===== src/rtl/bcd_serial_subtractor.sv =====
// Digit-serial packed-BCD subtractor: A - B one digit per clock, LSD first,
// returning sign plus BCD magnitude (a second serial pass complements negative results).
module bcd_serial_subtractor #(
  parameter int DIGITS = 4
) (
  input  logic                  clk,
  input  logic                  rst,
  input  logic                  start,
  input  logic [4*DIGITS-1:0]   a,
  input  logic [4*DIGITS-1:0]   b,
  output logic                  busy,
  output logic                  done,
  output logic [4*DIGITS-1:0]   diff,
  output logic                  neg,
  output logic                  invalid,
  output logic [1:0]            state_dbg
);

  // Handshake: start is sampled only on an edge where busy=0; done is a
  // one-cycle pulse with busy=0, so start may be reasserted in that cycle.

  localparam int W  = 4 * DIGITS;
  localparam int CW = (DIGITS > 1) ? $clog2(DIGITS) : 1;
  localparam logic [CW-1:0] LAST = CW'(DIGITS - 1);

  typedef enum logic [1:0] {
    IDLE = 2'd0,
    SUB  = 2'd1,
    FIX  = 2'd2
  } state_t;

  state_t          state;
  logic [W-1:0]    a_sh;
  logic [W-1:0]    b_sh;
  logic [W-1:0]    res;
  logic            borrow;
  logic [CW-1:0]   cnt;

  logic            any_bad;
  logic [4:0]      t;
  logic [3:0]      digit;
  logic            borrow_nxt;
  logic [W+3:0]    res_wide;
  logic [W-1:0]    res_nxt;

  assign state_dbg = state;

  always_comb begin
    any_bad = 1'b0;
    for (int i = 0; i < DIGITS; i++) begin
      if (a[4*i +: 4] > 4'd9 || b[4*i +: 4] > 4'd9) any_bad = 1'b1;
    end
  end

  // Both passes share this digit slice; FIX feeds it minuend 0, subtrahend r.
  always_comb begin
    t          = {1'b0, a_sh[3:0]} - {1'b0, b_sh[3:0]} - {4'd0, borrow};
    borrow_nxt = t[4];
    digit      = t[4] ? (t[3:0] + 4'd10) : t[3:0];
    res_wide   = {digit, res};
    res_nxt    = res_wide[W+3:4];
  end

  always_ff @(posedge clk) begin
    if (rst) begin
      state   <= IDLE;
      busy    <= 1'b0;
      done    <= 1'b0;
      diff    <= '0;
      neg     <= 1'b0;
      invalid <= 1'b0;
      a_sh    <= '0;
      b_sh    <= '0;
      res     <= '0;
      borrow  <= 1'b0;
      cnt     <= '0;
    end else begin
      done <= 1'b0;
      case (state)
        IDLE: begin
          if (start) begin
            a_sh   <= a;
            b_sh   <= b;
            borrow <= 1'b0;
            cnt    <= '0;
            if (any_bad) begin
              done    <= 1'b1;
              invalid <= 1'b1;
              diff    <= '0;
              neg     <= 1'b0;
            end else begin
              state <= SUB;
              busy  <= 1'b1;
            end
          end
        end
        SUB: begin
          a_sh   <= a_sh >> 4;
          b_sh   <= b_sh >> 4;
          res    <= res_nxt;
          borrow <= borrow_nxt;
          cnt    <= cnt + 1'b1;
          if (cnt == LAST) begin
            cnt <= '0;
            if (!borrow_nxt) begin
              state   <= IDLE;
              busy    <= 1'b0;
              done    <= 1'b1;
              diff    <= res_nxt;
              neg     <= 1'b0;
              invalid <= 1'b0;
            end else begin
              state  <= FIX;
              a_sh   <= '0;
              b_sh   <= res_nxt;
              borrow <= 1'b0;
            end
          end
        end
        FIX: begin
          a_sh   <= a_sh >> 4;
          b_sh   <= b_sh >> 4;
          res    <= res_nxt;
          borrow <= borrow_nxt;
          cnt    <= cnt + 1'b1;
          if (cnt == LAST) begin
            // The final borrow is the complement's carry-out and carries no information.
            cnt     <= '0;
            borrow  <= 1'b0;
            state   <= IDLE;
            busy    <= 1'b0;
            done    <= 1'b1;
            diff    <= res_nxt;
            neg     <= 1'b1;
            invalid <= 1'b0;
          end
        end
        default: begin
          state <= IDLE;
          busy  <= 1'b0;
        end
      endcase
    end
  end

endmodule


===== config.mk =====
export PLATFORM = sky130hd
export DESIGN_NAME = bcd_serial_subtractor
export DESIGN_NICKNAME = d
export VERILOG_FILES = /design/src/rtl/bcd_serial_subtractor.sv
export SDC_FILE = /design/constraint.sdc
export NUM_CORES = 1
export LEC_CHECK = 0
export CORE_MARGIN = 2
export CORE_UTILIZATION = 48
export DETAILED_ROUTE_END_ITERATION = 10
export HOLD_SLACK_MARGIN = 0.02
export PLACE_DENSITY = 0.83
export SETUP_SLACK_MARGIN = 0.5
export SYNTH_ARGS = -nofsm -noshare
export SYNTH_HDL_FRONTEND = slang
export SYNTH_SLANG_ARGS = --single-unit

===== constraint.sdc =====
create_clock -name clk -period 2.6 [get_ports clk]
set_input_delay 0.78 -clock clk [delete_from_list [all_inputs] [get_ports clk]]
set_output_delay 0.78 -clock clk [all_outputs]
set_load 0.01 [all_outputs]

[After elaboration in Yosys (flattened, before gate mapping)]
Cells that the tools add are included.
Widths: inputs -> output; s select.
Word-level totals
  register bits after elaboration: 73
  output and inout port bits: 22
  input bits: 35
Cells by class
  muxes and demuxes: 50
  equal/unequal tests: 9
  reduce and logical (&&, ||, !) cells: 13
  $add $sub $neg: 4
  order comparisons: 8
Operators by type and width (count)
  $mux 16: 9
  $pmux 16 s3: 3
  $gt 4x4->1 const B: 8
  $mux 12: 2
  $mux 1: 21
  $mux 2: 7
  $ne 2x2->1 const B: 6
  $pmux 1 s3: 4
  $pmux 2 s3: 1
  $reduce_and 6->1: 1
  $reduce_and 5->1: 1
  $sub 4x4->5: 1
  $sub 5x1->5: 1
  $add 4x4->4 const B: 1
  $eq 2x2->1 const B: 2
  $logic_or 1x1->1: 4
  $mux 4: 1
  $pmux 2 s2: 1
  $reduce_and 2->1: 2
  $reduce_and 4->1: 1
  $reduce_bool 3->1: 1
  $add 2x1->2 const B: 1
  $eq 2x1->1 const B: 1
  $logic_not 2->1: 1
  other kinds (3): 3

[Logic depth before layout (Yosys ltp)]
Gate-level depths: netlist (run 1).
  depth after elaboration: 9
  depth in mapped cells: 11

[Worst setup path before layout (run 1)]
Ideal clock, no wire load.
  kind: register to register
  start point: register b_sh[0]
  end point: register b_sh[11]
  path slack: -38 ps
  stages on the path, launching flop included: 9
  library setup time: 103 ps
  data arrival time: 2535 ps
  clock period less this slack: 2638 ps
  cells stage by stage: dfxtp_1 -> inv_1 -> fa_1 -> fa_1 -> nand2b_4 -> a211o_4 -> a211oi_4 -> a21oi_2 -> a2111oi_2
Between the ends
  word-level cells in the longest chain between the ends: 5
Ends and longest elaborated chain
  from (decl): RTL line 34  | logic [W-1:0] b_sh;
  from (signal assigned): RTL line 99  | b_sh <= b_sh >> 4;
  from (signal assigned): RTL line 115  | b_sh <= res_nxt;
  from (signal assigned): RTL line 122  | b_sh <= b_sh >> 4;
  $sub 4x4->5: RTL line 57  | t = {1'b0, a_sh[3:0]} - {1'b0, b_sh[3:0]} - {4'd0, borrow};
  $sub 5x1->5: RTL line 57
  $mux 16: RTL line 105  | if (!borrow_nxt) begin
  $mux 16: RTL line 103  | if (cnt == LAST) begin
  $pmux 16 s3: RTL line 79  | case (state)
Every way passes these cells.
A chain may end at the register's enable or synchronous reset.

[Final worst setup path (run 1)]
  start point: register a_sh[0]
  end point: register diff[14]
Between the ends
  word-level cells in the longest chain between the ends: 7
  elaborated cells on any way between the ends: 10
  those cells by class: 3 x add/sub; 1 x eq/ne; 5 x mux; 1 x reduce/logical
Ends and longest elaborated chain
  from (decl): RTL line 33  | logic [W-1:0] a_sh;
  from (signal assigned): RTL line 98  | a_sh <= a_sh >> 4;
  from (signal assigned): RTL line 121  | a_sh <= a_sh >> 4;
  $sub 4x4->5 *: RTL line 57
  $sub 5x1->5 *: RTL line 57
  $add 4x4->4: RTL line 59  | digit = t[4] ? (t[3:0] + 4'd10) : t[3:0];
  $mux 4: RTL line 59
  $mux 16: RTL line 105
  $mux 16: RTL line 103
  $pmux 16 s3: RTL line 79
  to (signal assigned): RTL line 109  | diff <= res_nxt;
  to (signal assigned): RTL line 133  | diff <= res_nxt;
  to (decl): RTL line 13  | output logic [4*DIGITS-1:0] diff,
Every way passes the cells marked *; elsewhere a longest branch is shown, timed or not. The select of a mux whose other input is x is not followed.

==> flow_summary.ini, run 1 <==
[outcome]
status = complete, but fails checks
violations = negative setup slack

[placement]
gp_congestion = 0.875
port_buffers = 56
place_inst = 585
preCtsSetupSlack_ns = -0.0829
hpwl_microns = 7100

[global_route]
grtUsageTotal_pct = 27.0
grt_pass1_vias = 3694
grt_pass1_wl_microns = 17700
grt_overflow_total = 0
grt_antenna_before_repair = 0
grt_max_degree = 50

[power]
power.density_nw_per_um2 = 580
leakagePower_nw = 1.77
ir_worst_vdd_uv = 316

[timing]
fmax_mhz = 374
worstMarginPinSlew_ns = 0.557
slew_violations = 0
period_share_pct = 103
setup_viol = 15
finalCriticalPeriod_ns = 2.67
fin_ws_ns = -0.0716
skew_ns = 0.00587
relSlewSlack_pct = 62.7
holdWs_ns = 0.457
hold_violations = 0
rsz0062_at_grt = yes

[synthesis]
synth_common_cells = dfxtp_1 (69), nand2_1 (57), a21oi_1 (53)
synth_area_leaders = dfxtp_1 (39%), a21oi_1 (7.4%), o21ai_0 (6.0%), nand2_1 (6.0%), ha_1 (4.2%)
synth_top_family_by_area = compound AO/OA/AOI/OAI gates
synth-edff-count = 0
ys_warn_count = 0
synth_area_sq_um = 3570
syn_avg_cell_area_sq_um = 8.12
synthXorXnorAreaFrac_pct = 0.736
yosys.area_share.adder_pct = 5.32
synth_cell_type_count = 53
synth_seq_cells = 69
synthArstFlopShare_pct = 0
synthFlopType = dfxtp_1
yosysTopAreaCell = dfxtp_1
synth-simple-area-share_pct = 18.5
synth_top_area_share_pct = 38.7
synth_most_common_cell = dfxtp_1
synth_compound_area_share_pct = 31.1
ys_seq_area_share_pct = 38.7
syn_inst = 440
synthMuxAreaShare_pct = 0
synth_nets = 489

[cts]
clockBufferDepth = 2
cts_buffers = 9
hold_buffers = 0
insertion_delay_ns = 0.36
cts_root_buf = clkbuf_8
cts_tree = built
clock_sinks = 69
clk_pin_slew_ns = 0.08
ctsHtreeMaxLevel = 3

[layout]
nets = 557
area_growth_pct = 41.2
instances_no_fill = 612
antennaDiodeCount = 0
fin_util_pct = 69.9
layout-drive-gt1-share_pct = 21.4

[die]
die_x_microns = 90.3
core_sq_um = 7210
die_y_microns = 90.3
io_pins = 57
die_area_sq_um = 8150
fp-row-count = 31
initial_utilization_pct = 49.5

[drt]
firstDrtPassIters = 5
antenna_left = 0
vias = 3886
wl_per_cell_microns = 18.9
drt_iter0_markers = 342
vias_per_cell = 6.35
wirelength_microns = 11600
drcViolationCount = 0

[critical_path]
crit_fanout = 2
crit_path_top_delay_cell = fa_2
critPathLaunchType = flip-flop
end_kind = flip-flop
path_buf_inv = 3
path_class = reg2reg
cp.arrival_ns = 2.94
crit_chain = fa_2, fa_2, buf_4, buf_6, buf_6, xor2_4, ha_4, a21o_1, o311ai_4, o41ai_2
slowest_delay_ns = 0.43
cp.required_ns = 2.87
cp_top_family = adder cells

[worst_hold_path]
hp-class = reg2reg

[job]
cap_violations = 0
-- what timing repair did --
item | 4_1_cts | 5_1_grt
setup buffers | 7 | 4
setup endpoints to repair | 55 | 55
pin swaps | 21 | 10
gates resized for setup | 25 | 29
-- flip-flops by register name, summed over array words and instances (netlist names) --
register,flops
a_sh,16
b_sh,16
diff,16
res,12
cnt,2
state_dbg,2
borrow,1
busy,1
done,1
invalid,1
neg,1
-- cell usage in the layout (no fill, tap or decap), types with 3 or more instances in the layout --
cell             count
a2111oi_4            6
a211oi_1             4
a211oi_2             6
a21oi_1             47
a21oi_2              6
a31oi_1             15
buf_12               4
buf_4               23
buf_6               10
bufinv_16            3
clkbuf_8             9
clkdlybuf4s50_1     54
clkinv_4             3
dfxtp_1             65
dfxtp_2              4
ha_1                11
inv_1               12
nand2_1             57
nand3_1             11
nand4_1             17
nor2_1              15
nor3_1               6
o21ai_0             31
o21ai_1             11
o22a_1               6
or3_1                8
or4_1                4
-- final timing paths --
path / startpoint / end / cells after the start / slack (ns)
min: a_sh[12] / a_sh[12] / 2 / 0.46
min reg2reg: a_sh[12] / a_sh[12] / 2 / 0.46
max reg2reg: a_sh[0] / diff[14] / 10 / -0.07
max: a_sh[0] / diff[14] / 10 / -0.07
-- area by class of cell --
type / count / area (sq um)
Clock inverter: 7 / 124
Tap cell: 99 / 124
Clock buffer: 9 / 124
Fill cell: 518 / 2170
Inverter: 14 / 52.6
Multi-Input combinational cell: 321 / 2310
Sequential cell: 69 / 1390
Timing Repair Buffer: 93 / 923
-- per-layer routing --
| metal | global-route usage (%) | routed length, microns | up-vias |
|---|---|---|---|
| met5 | 0 | 0 | - |
| met4 | 14.2 | 389 | 0 |
| met3 | 6.26 | 887 | 40 |
| met2 | 45.2 | 5690 | 201 |
| met1 | 32.4 | 4600 | 1865 |
| li1 | - | - | 1780 |
-- tightest hold or removal path, delay by kind of cell (launching register included) --
| family | cells | cell delay (ns) |
|---|---|---|
| compound gates | 1 | 0.05 |
| simple gates | 1 | 0.05 |
| flops | 1 | 0.31 |
-- where the power goes --
part | internal [mW] | total (mW) | switching, mW | leakage (nW)
Clock | 0.641 | 1.10 | 0.458 | 0.120
Sequential | 1.10 | 1.14 | 0.0363 | 0.566
Combinational | 0.309 | 0.684 | 0.375 | 1.08
-- cells by family (layout without fill, tap and decap cells) --
family	count (synthesis)	after routing
AOI/OAI and AO/OA	169	169
xor gates and xnor gates	3	3
adders and majority gates	14	14
buffers and inverters	50	123
DFF	69	69
and+or+nand+nor	135	135
-- metrics by stage --
stage / TNS, ns / power (mW) / instance area (sq um)
after detailed placement: -0.391 / 1.67 / 4410
after floorplan: 0 / 1.49 / 3670
final: -0.356 / 2.92 / 5040
after global placement: -0.0464 / 1.66 / 4410
after global routing: -1.33 / 3.00 / 5040
after CTS: 0 / 2.79 / 4860
Note: power is estimated with default switching activity, not from simulation.
==> run 2: changes to the inputs <==
==> constraint.sdc (replaced) <==
create_clock -name clk -period 2.6 [get_ports clk]
set_input_delay 0.65 -clock clk [delete_from_list [all_inputs] [get_ports clk]]
set_output_delay 0.65 -clock clk [all_outputs]
set_load 0.01 [all_outputs]
==> run 2 against run 1 <==
Against the previous run:
- the run still ends with negative setup slack left
- largest power group unchanged
- sequential share of layout area fell by 0.76 points
- final area rose by 2.6%
- cell count rose by 1.3%
- clock power barely moved
- clock-buffer cell count did not move
- setup slack got worse by 0.077 ns
- core utilization rose by 1.8 points
- flip-flop and latch count did not move
- global-route usage rose by 2.0 points
- die area did not move
- clock skew rose by 0.0084 ns
- via count rose by 7.4%
- largest cell class unchanged
==> flow_summary.ini, run 2 (synthesis gave the netlist of run 1 again) <==
[layout]
layout_commonest_cell = dfxtp_1
antennaDiodeCount = 0
fin_util_pct = 71.7
stdcell_area_sq_um = 5170
top_regs = a_sh: 16 flops, b_sh: 16 flops, diff: 16 flops
layout-drive-gt1-share_pct = 23.4
nets = 565
area_growth_pct = 44.8
mostFrequentLayoutCells = dfxtp_1 (68), nand2_1 (57), clkdlybuf4s50_1 (55)
seq_area_sq_um = 1380
multi_input_area_sq_um = 2350
instances_no_fill = 620
fillerInstances = 496

[die]
fp-row-count = 31
core_sq_um = 7210
die_y_microns = 90.3
die_area_sq_um = 8150
die_x_microns = 90.3
initial_utilization_pct = 49.5
io_pins = 57

[outcome]
violations = negative setup slack
status = complete, but fails checks

[timing]
period_share_pct = 106
fmax_mhz = 364
setup_tns_ns = -2.60
worstMarginPinSlew_ns = 0.884
slew_violations = 0
skew_ns = 0.0143
setup_viol = 44
rsz0062_at_grt = yes
fin_ws_ns = -0.149
finalCriticalPeriod_ns = 2.75
relSlewSlack_pct = 41.0
hold_violations = 0

[cts]
cts_buffers = 9
insertion_delay_ns = 0.37
cts_tree = built
ctsHtreeMaxLevel = 3
cts_root_buf = clkbuf_8
clockBufferDepth = 2
clk_pin_slew_ns = 0.09
hold_buffers = 0
clock_sinks = 69

[placement]
place_inst = 580
hpwl_microns = 7330
preCtsSetupSlack_ns = -0.0526
port_buffers = 56
placed_cell_area_sq_um = 4380
gp_congestion = 0.960

[global_route]
grt_antenna_before_repair = 0
grt_max_degree = 48
grt_pass1_wl_microns = 18900
grtUsageTotal_pct = 29.1
grt_overflow_total = 0
grt_pass1_vias = 3720

[drt]
met2_length_microns = 6480
dr.max_layer_used = met4
drcViolationCount = 0
wirelength_microns = 14000
firstDrtPassIters = 5
drt_iter0_markers = 620
met3_length_microns = 1220
vias_per_cell = 6.73
wl_met1_microns = 5130
antenna_left = 0
vias = 4175
wl_per_cell_microns = 22.6

[power]
ir_worst_vdd_uv = 402
leakagePower_nw = 1.80
power.density_nw_per_um2 = 581

[critical_path]
critPathLaunchType = flip-flop
end_kind = flip-flop
cp.arrival_ns = 2.96
crit_start = borrow
crit_fanout = 8
path_class = reg2reg
cp.required_ns = 2.82
worstReg2RegStart = borrow

[worst_hold_path]
min_from = cnt[1]
hp-class = reg2reg

[job]
cap_violations = 0
[run 2: changes by cell type in the layout (fill, tap and decap cells not counted), sizes merged]
cell / delta
clkinvlp: +1
inv: +1
buf: +8
clkinv: -2
clkdlybuf4s50: +1
dlymetal6s2s: -1
[run 2: final cells by class]
class                   instances  area share (%)
clock buffers                   9            2.40
clock inverters                 7            2.37
inverters                      14            1.02
multi-input cells             321            45.5
flip-flops and latches         69            26.7
well taps                      99            2.40
repair buffers                101            19.6
[run 2: critical path, stage by stage (launching register included)]
cell and delay [ns]:
dfxtp_2 0.34, inv_2 0.04, fa_2 0.40, fa_2 0.37, nand2b_4 0.18, a211o_4 0.41
a211o_2 0.43, a32oi_2 0.27, a31oi_1 0.14
[run 2: metrics by stage]
step | hold WS (ns) | power, mW
after floorplan | 0.432 | 1.49
after global placement | 0.442 | 1.66
after detailed placement | 0.453 | 1.68
after CTS | 0.464 | 2.85
after global routing | 0.493 | 3.08
final | 0.474 | 3.01
[run 2: layer usage]
metal / up-vias / GRT usage (%)
met5: - / 0
met4: 0 / 17.2
met3: 108 / 4.51
met2: 333 / 47.2
met1: 1950 / 36.6
li1: 1784 / -
[run 2: what timing repair did]
item                       in CTS  in global routing
resized for setup              33                 35
pin swaps                      19                 16
setup endpoints to repair      54                 55
buffers inserted               11                 13
[run 2: final timing paths]
kind | endpoint | slack, ns | depth (start not counted)
max | b_sh[2] | -0.15 | 8
min | cnt[1] | 0.47 | 2
max reg2reg | b_sh[2] | -0.15 | 8
min reg2reg | cnt[1] | 0.47 | 2
[run 2: power breakdown]
group	internal, mW	switching (mW)	leakage [nW]
sequential	1.10	0.0389	0.565
combinational	0.328	0.421	1.12
clock	0.642	0.472	0.116
